<file path="src/rtl/fetch_queue.sv">
// fetch_queue: pipelined instruction fetch with a prefetch FIFO and redirect handling.
// Defining FETCH_QUEUE_PERF_EN adds free-running request/discard/starvation counters.
module fetch_queue #(
  parameter logic [31:0] PC_RESET        = 32'h0,
  parameter int unsigned QUEUE_DEPTH     = 4,
  parameter int unsigned MAX_OUTSTANDING = 2
) (
  input  logic        clk,
  input  logic        rst_n,
  output logic [31:0] main_memory_instr_addr,
  output logic        main_memory_instr_req,
  input  logic [31:0] main_memory_instr,
  input  logic        main_memory_instr_ack,
  output logic [31:0] fetch_instr,
  output logic [31:0] pc,
  output logic        next_clk_en,
  input  logic        writeback_change_pc,
  input  logic [31:0] writeback_next_pc,
  input  logic        execute_change_pc,
  input  logic [31:0] execute_next_pc,
  input  logic        stall,
  input  logic        flush
`ifdef FETCH_QUEUE_PERF_EN
  ,
  output logic [31:0] perf_req_count,
  output logic [31:0] perf_discard_count,
  output logic [31:0] perf_stall_count
`endif
);

  localparam int unsigned AW  = (QUEUE_DEPTH > 1) ? $clog2(QUEUE_DEPTH) : 1;
  localparam int unsigned CW  = $clog2(QUEUE_DEPTH + 1);
  localparam int unsigned OW  = $clog2(MAX_OUTSTANDING + 1);
  localparam logic [31:0] NOP = 32'h0000_0013;

  typedef struct packed {
    logic [31:0] pc;
    logic [31:0] instr;
  } entry_t;

  entry_t        fifo_mem [QUEUE_DEPTH];
  logic [AW-1:0] rd_ptr;
  logic [AW-1:0] wr_ptr;
  logic [CW-1:0] count;
  logic [OW-1:0] outstanding;
  logic [OW-1:0] discard;
  logic [31:0]   fetch_pc;
  logic [31:0]   resp_pc;
  logic [31:0]   hold_pc;
  logic          run;

  logic          redirect;
  logic          ack_valid;
  logic          empty;
  logic          issue;
  logic          push;
  logic          pop;
  logic [31:0]   target_raw;
  logic [31:0]   target;

  // Issue credits: in-flight plus buffered words never exceed the FIFO depth.
  always_comb begin
    redirect    = writeback_change_pc | execute_change_pc;
    target_raw  = writeback_change_pc ? writeback_next_pc : execute_next_pc;
    target      = target_raw & ~32'h3;
    ack_valid   = main_memory_instr_ack && (outstanding != '0);
    empty       = (count == '0);
    issue       = run && !redirect
                  && (32'(outstanding) < MAX_OUTSTANDING)
                  && ((32'(outstanding) + 32'(count)) < QUEUE_DEPTH);
    push        = ack_valid && (discard == '0) && !redirect;
    pop         = !empty && !stall && !redirect;
    next_clk_en = pop && !flush;
  end

  always_comb begin
    main_memory_instr_req  = issue;
    main_memory_instr_addr = fetch_pc;
    fetch_instr            = empty ? NOP : fifo_mem[rd_ptr].instr;
    pc                     = empty ? hold_pc : fifo_mem[rd_ptr].pc;
  end

  always_ff @(posedge clk or negedge rst_n) begin
    if (!rst_n) begin
      run         <= 1'b0;
      fetch_pc    <= PC_RESET;
      resp_pc     <= PC_RESET;
      hold_pc     <= PC_RESET;
      rd_ptr      <= '0;
      wr_ptr      <= '0;
      count       <= '0;
      outstanding <= '0;
      discard     <= '0;
    end else begin
      run         <= 1'b1;
      outstanding <= outstanding + OW'(issue) - OW'(ack_valid);
      if (pop) hold_pc <= fifo_mem[rd_ptr].pc;
      if (redirect) begin
        // Every request still in flight after this edge belongs to the old path.
        fetch_pc <= target;
        resp_pc  <= target;
        rd_ptr   <= '0;
        wr_ptr   <= '0;
        count    <= '0;
        discard  <= outstanding - OW'(ack_valid);
      end else begin
        if (issue) fetch_pc <= fetch_pc + 32'd4;
        if (push) begin
          resp_pc <= resp_pc + 32'd4;
          wr_ptr  <= wr_ptr + AW'(1);
        end
        if (pop) rd_ptr <= rd_ptr + AW'(1);
        if (ack_valid && (discard != '0)) discard <= discard - OW'(1);
        count <= count + CW'(push) - CW'(pop);
      end
    end
  end

  // Payload storage needs no reset; validity is tracked by count.
  always_ff @(posedge clk) begin
    if (push) begin
      fifo_mem[wr_ptr].pc    <= resp_pc;
      fifo_mem[wr_ptr].instr <= main_memory_instr;
    end
  end

`ifdef FETCH_QUEUE_PERF_EN
  always_ff @(posedge clk or negedge rst_n) begin
    if (!rst_n) begin
      perf_req_count     <= '0;
      perf_discard_count <= '0;
      perf_stall_count   <= '0;
    end else begin
      perf_req_count     <= perf_req_count + 32'(issue);
      perf_discard_count <= perf_discard_count
                            + 32'(ack_valid && ((discard != '0) || redirect));
      perf_stall_count   <= perf_stall_count + 32'(empty && !stall);
    end
  end
`endif

endmodule

</file>
<file path="config.mk">
export PLATFORM = sky130hd
export DESIGN_NAME = fetch_queue
export DESIGN_NICKNAME = d
export VERILOG_FILES = /design/src/rtl/fetch_queue.sv
export SDC_FILE = /design/constraint.sdc
export NUM_CORES = 1
export LEC_CHECK = 0
export ABC_AREA = 1
export CORE_ASPECT_RATIO = 0.8
export CORE_MARGIN = 1.5
export CORE_UTILIZATION = 36
export DETAILED_ROUTE_END_ITERATION = 8
export PLACE_DENSITY_LB_ADDON = 0.12
export SYNTH_ARGS = -nofsm -noshare
export SYNTH_HDL_FRONTEND = slang
export SYNTH_SLANG_ARGS = --single-unit
export TNS_END_PERCENT = 30
</file>
<file path="constraint.sdc">
create_clock -name clk -period 9.1 [get_ports clk]
set_input_delay 1.82 -clock clk [delete_from_list [all_inputs] [get_ports clk]]
set_output_delay 1.82 -clock clk [all_outputs]
set_load 0.02 [all_outputs]
</file>
==> flow_summary.yaml <==
setup_path:
  crit_path_start_kind: "input pin"
  arrival_ns: 4.75
  reg2reg_depth: 5
  critPathKind: "input pin to output port"
  end_kind: "output port"
  required_ns: 7.28
  worstPathMaxFanout: 44
power_and_ir_drop:
  internal_power_mw: 3.06
  combPwrFrac_pct: 15.1
  pwr-share-clk_pct: 37.9
  p_sw_mw: 1.13
  switching_share_pct: 27.0
  pwr-share-seq_pct: 47.0
  ir_worst_vdd_uv: 112
  leakagePower_nw: 7.55
  powerDensity_mw_per_mm2: 210
synth:
  synth-edff-count: 248
  syn-cell-area_mm2: 0.0162
  yosys_warnings: 0
  synth_cell_types: 39
  yosys_register_bits: 350
  avgSynthCellArea_um2: 9.34
  synthCells: 1739
  synth_top_cell_area_share_pct: 45.8
  synth_top_flop_cell: "edfxtp_1"
  yosysTopAreaCell: "edfxtp_1"
  ys_seq_area_share_pct: 61.5
  async_flop_share_pct: 29.1
  synth_area_leaders: "edfxtp_1 46%, dfrtp_1 16%, nor2_1 8.4%"
finish:
  nets: 2015
  syn2layout_area_growth_pct: 22.6
  drive_gt1_share_pct: 4.92
  fin_util_pct: 44.8
  antenna_cells: 0
grt:
  grt-ovfl-total: 0
  antenna_found_initial: 1
  grt_max_degree: 72
  grt_pass1_wl_mm: 67.6
  grt_usage_pct: 18.8
  grt_pass1_vias: 12100
cts:
  cts.sinks: 350
  clk-insertion-delay-late_ns: 0.54
  numCtsBuffers: 38
  post_cts_buffers: 0
  cts_resized: 0
  htreeDepth: 2
  cts_root_buf: "clkbuf_16"
  clk_path_buf_depth: 3
  cts-hold-fix-buffers: 0
  clk_pin_slew_ns: 0.06
  tritoncts: "done"
detailed_routing:
  drc: 0
  drt_pass1_iterations: 5
  viasPerCell: 4.89
  drt_wl_total_mm: 43.1
  wire_per_inst_um: 17.0
  drtAntennaViolNets: 0
  num_vias: 12400
  drt_first_iter_violations: 822
floorplanning:
  die_w_um: 241
  io_pins: 201
  die-area_mm2: 0.0464
  initial_core_util_pct: 36.5
  core_mm2: 0.0445
  die_y_um: 193
  rows: 69
timing:
  rsz0062_at_grt: "no"
  slew_headroom_pct: 28.9
  worst_pin_slew_ns: 1.06
  finalMaxSlewViolations: 0
  min_period_ns: 6.57
  finalSetupTns_ns: 0
  finalHoldViolations: 0
  max_freq_mhz: 152
  setup-violations-final: 0
  fin_crit_sh_pct: 72.2
  clock_skew_ns: 0.0140
run:
  cap_viol_max_count: 0
worst_hold_path:
  hold_depth: 2
  min_path_type: "flop to flop"
placed_design:
  dp_hpwl_mm: 26.4
  place.gp.congestion: 0.877
  port_buffers: 192
status:
  outcome: "completed"
[critical path, stage by stage]
cell and delay, ns:
clkdlybuf4s50_1 0.39, buf_4 0.26, nor2_8 0.59, nand3_2 0.48, inv_1 0.48, clkdlybuf4s50_1 0.69
[metal layers]
metal	track usage, %	share of wire (%)
met3	3.54	5.6
met5	0	0
met4	4.60	1.6
met2	30.7	46
met1	25.8	46
[worst paths after layout]
path | startpoint | to | slack (ns)
setup / recovery | writeback_change_pc | main_memory_instr_req | 2.53
max in group asynchronous | rst_n | main_memory_instr_addr[8] | 6.48
hold reg to reg | hold_pc[7] | hold_pc[7] | 0.52
hold / removal | hold_pc[7] | hold_pc[7] | 0.52
min in group asynchronous | rst_n | hold_pc[21] | 1.25
setup reg to reg | discard[0] | fifo_mem[2][34] | 5.76
[flip-flops by register name, summed over array words and instances, names as in the netlist]
name                    count
discard                     2
outstanding                 2
count                       3
resp_pc                    30
hold_pc                    30
rd_ptr                      2
run                         1
fifo_mem                  248
main_memory_instr_addr     30
wr_ptr                      2
[cell families (layout without fill, tap and decap cells)]
logic type / Yosys count / in the layout / synth area share, %
buf+inv: 232 / 419 / 6.01
simple gates: 754 / 754 / 18.6
xor+xnor: 4 / 4 / 0.216
fa+ha+maj: 13 / 13 / 1.05
compound gates: 384 / 384 / 12.5
other cells: 2 / 5 / 0.0462
flops: 350 / 350 / 61.5
[power by group through the flow]
stage	clock, mW	combinational (mW)	sequential [mW]
2_1_floorplan	0	0.345	1.98
3_3_place_gp	0	0.631	1.99
3_5_place_dp	0	0.638	2.00
4_1_cts	1.62	0.642	1.97
5_1_grt	1.69	0.710	1.98
6_report	1.59	0.632	1.97
[cell usage in the layout, fill, tap and decap left out, drive strengths merged]
cell type and count:
o22ai 30, o311ai 3, clkbuf 56, dfrtp 102, clkinv 9, clkinvlp 1
ha 12, buf 16, nand3 82, a21boi 13, nand4 4, bufinv 5
conb 5, o211ai 4, fa 1, nor3 5, xor2 4, a31oi 7
edfxtp 248, nor2 374, clkdlybuf4s50 191, a21oi 81, o21a 1, nand2 287
o21ai 243, o2111ai 1, and2 2, inv 141, o31ai 1
[area by class of cell]
type                       count  area (um2)
clock buffer                  56        1060
tap                          603         754
clock inverter                14         215
inverter                     142         533
multi-input combinational   1160        5320
fill                        4287       24500
sequential                   350       10000
timing repair buffer         207        2030
[cells in the mapped netlist (30+ instances only)]
library cell / instances
edfxtp_1: 248
inv_1: 137
o22ai_1: 30
dfrtp_1: 102
o21ai_0: 228
nor2_1: 363
clkbuf_1: 37
nand3_1: 81
a21oi_1: 80
buf_2: 34
nand2_1: 284
[stage by stage]
step                      cells  power (mW)  instance area (um2)  setup WS, ns  hold WS (ns)
after global placement     2462        2.62                18600          2.56         0.497
final                      2532        4.19                19900          2.53         0.516
after global routing       2532        4.38                19900          2.39         0.547
after CTS                  2532        4.23                19900          2.53         0.521
after detailed placement   2462        2.64                18600          2.54         0.505
after floorplan            1742        2.32                16300          3.51         0.483
Note: power is estimated with default switching activity, not from simulation.
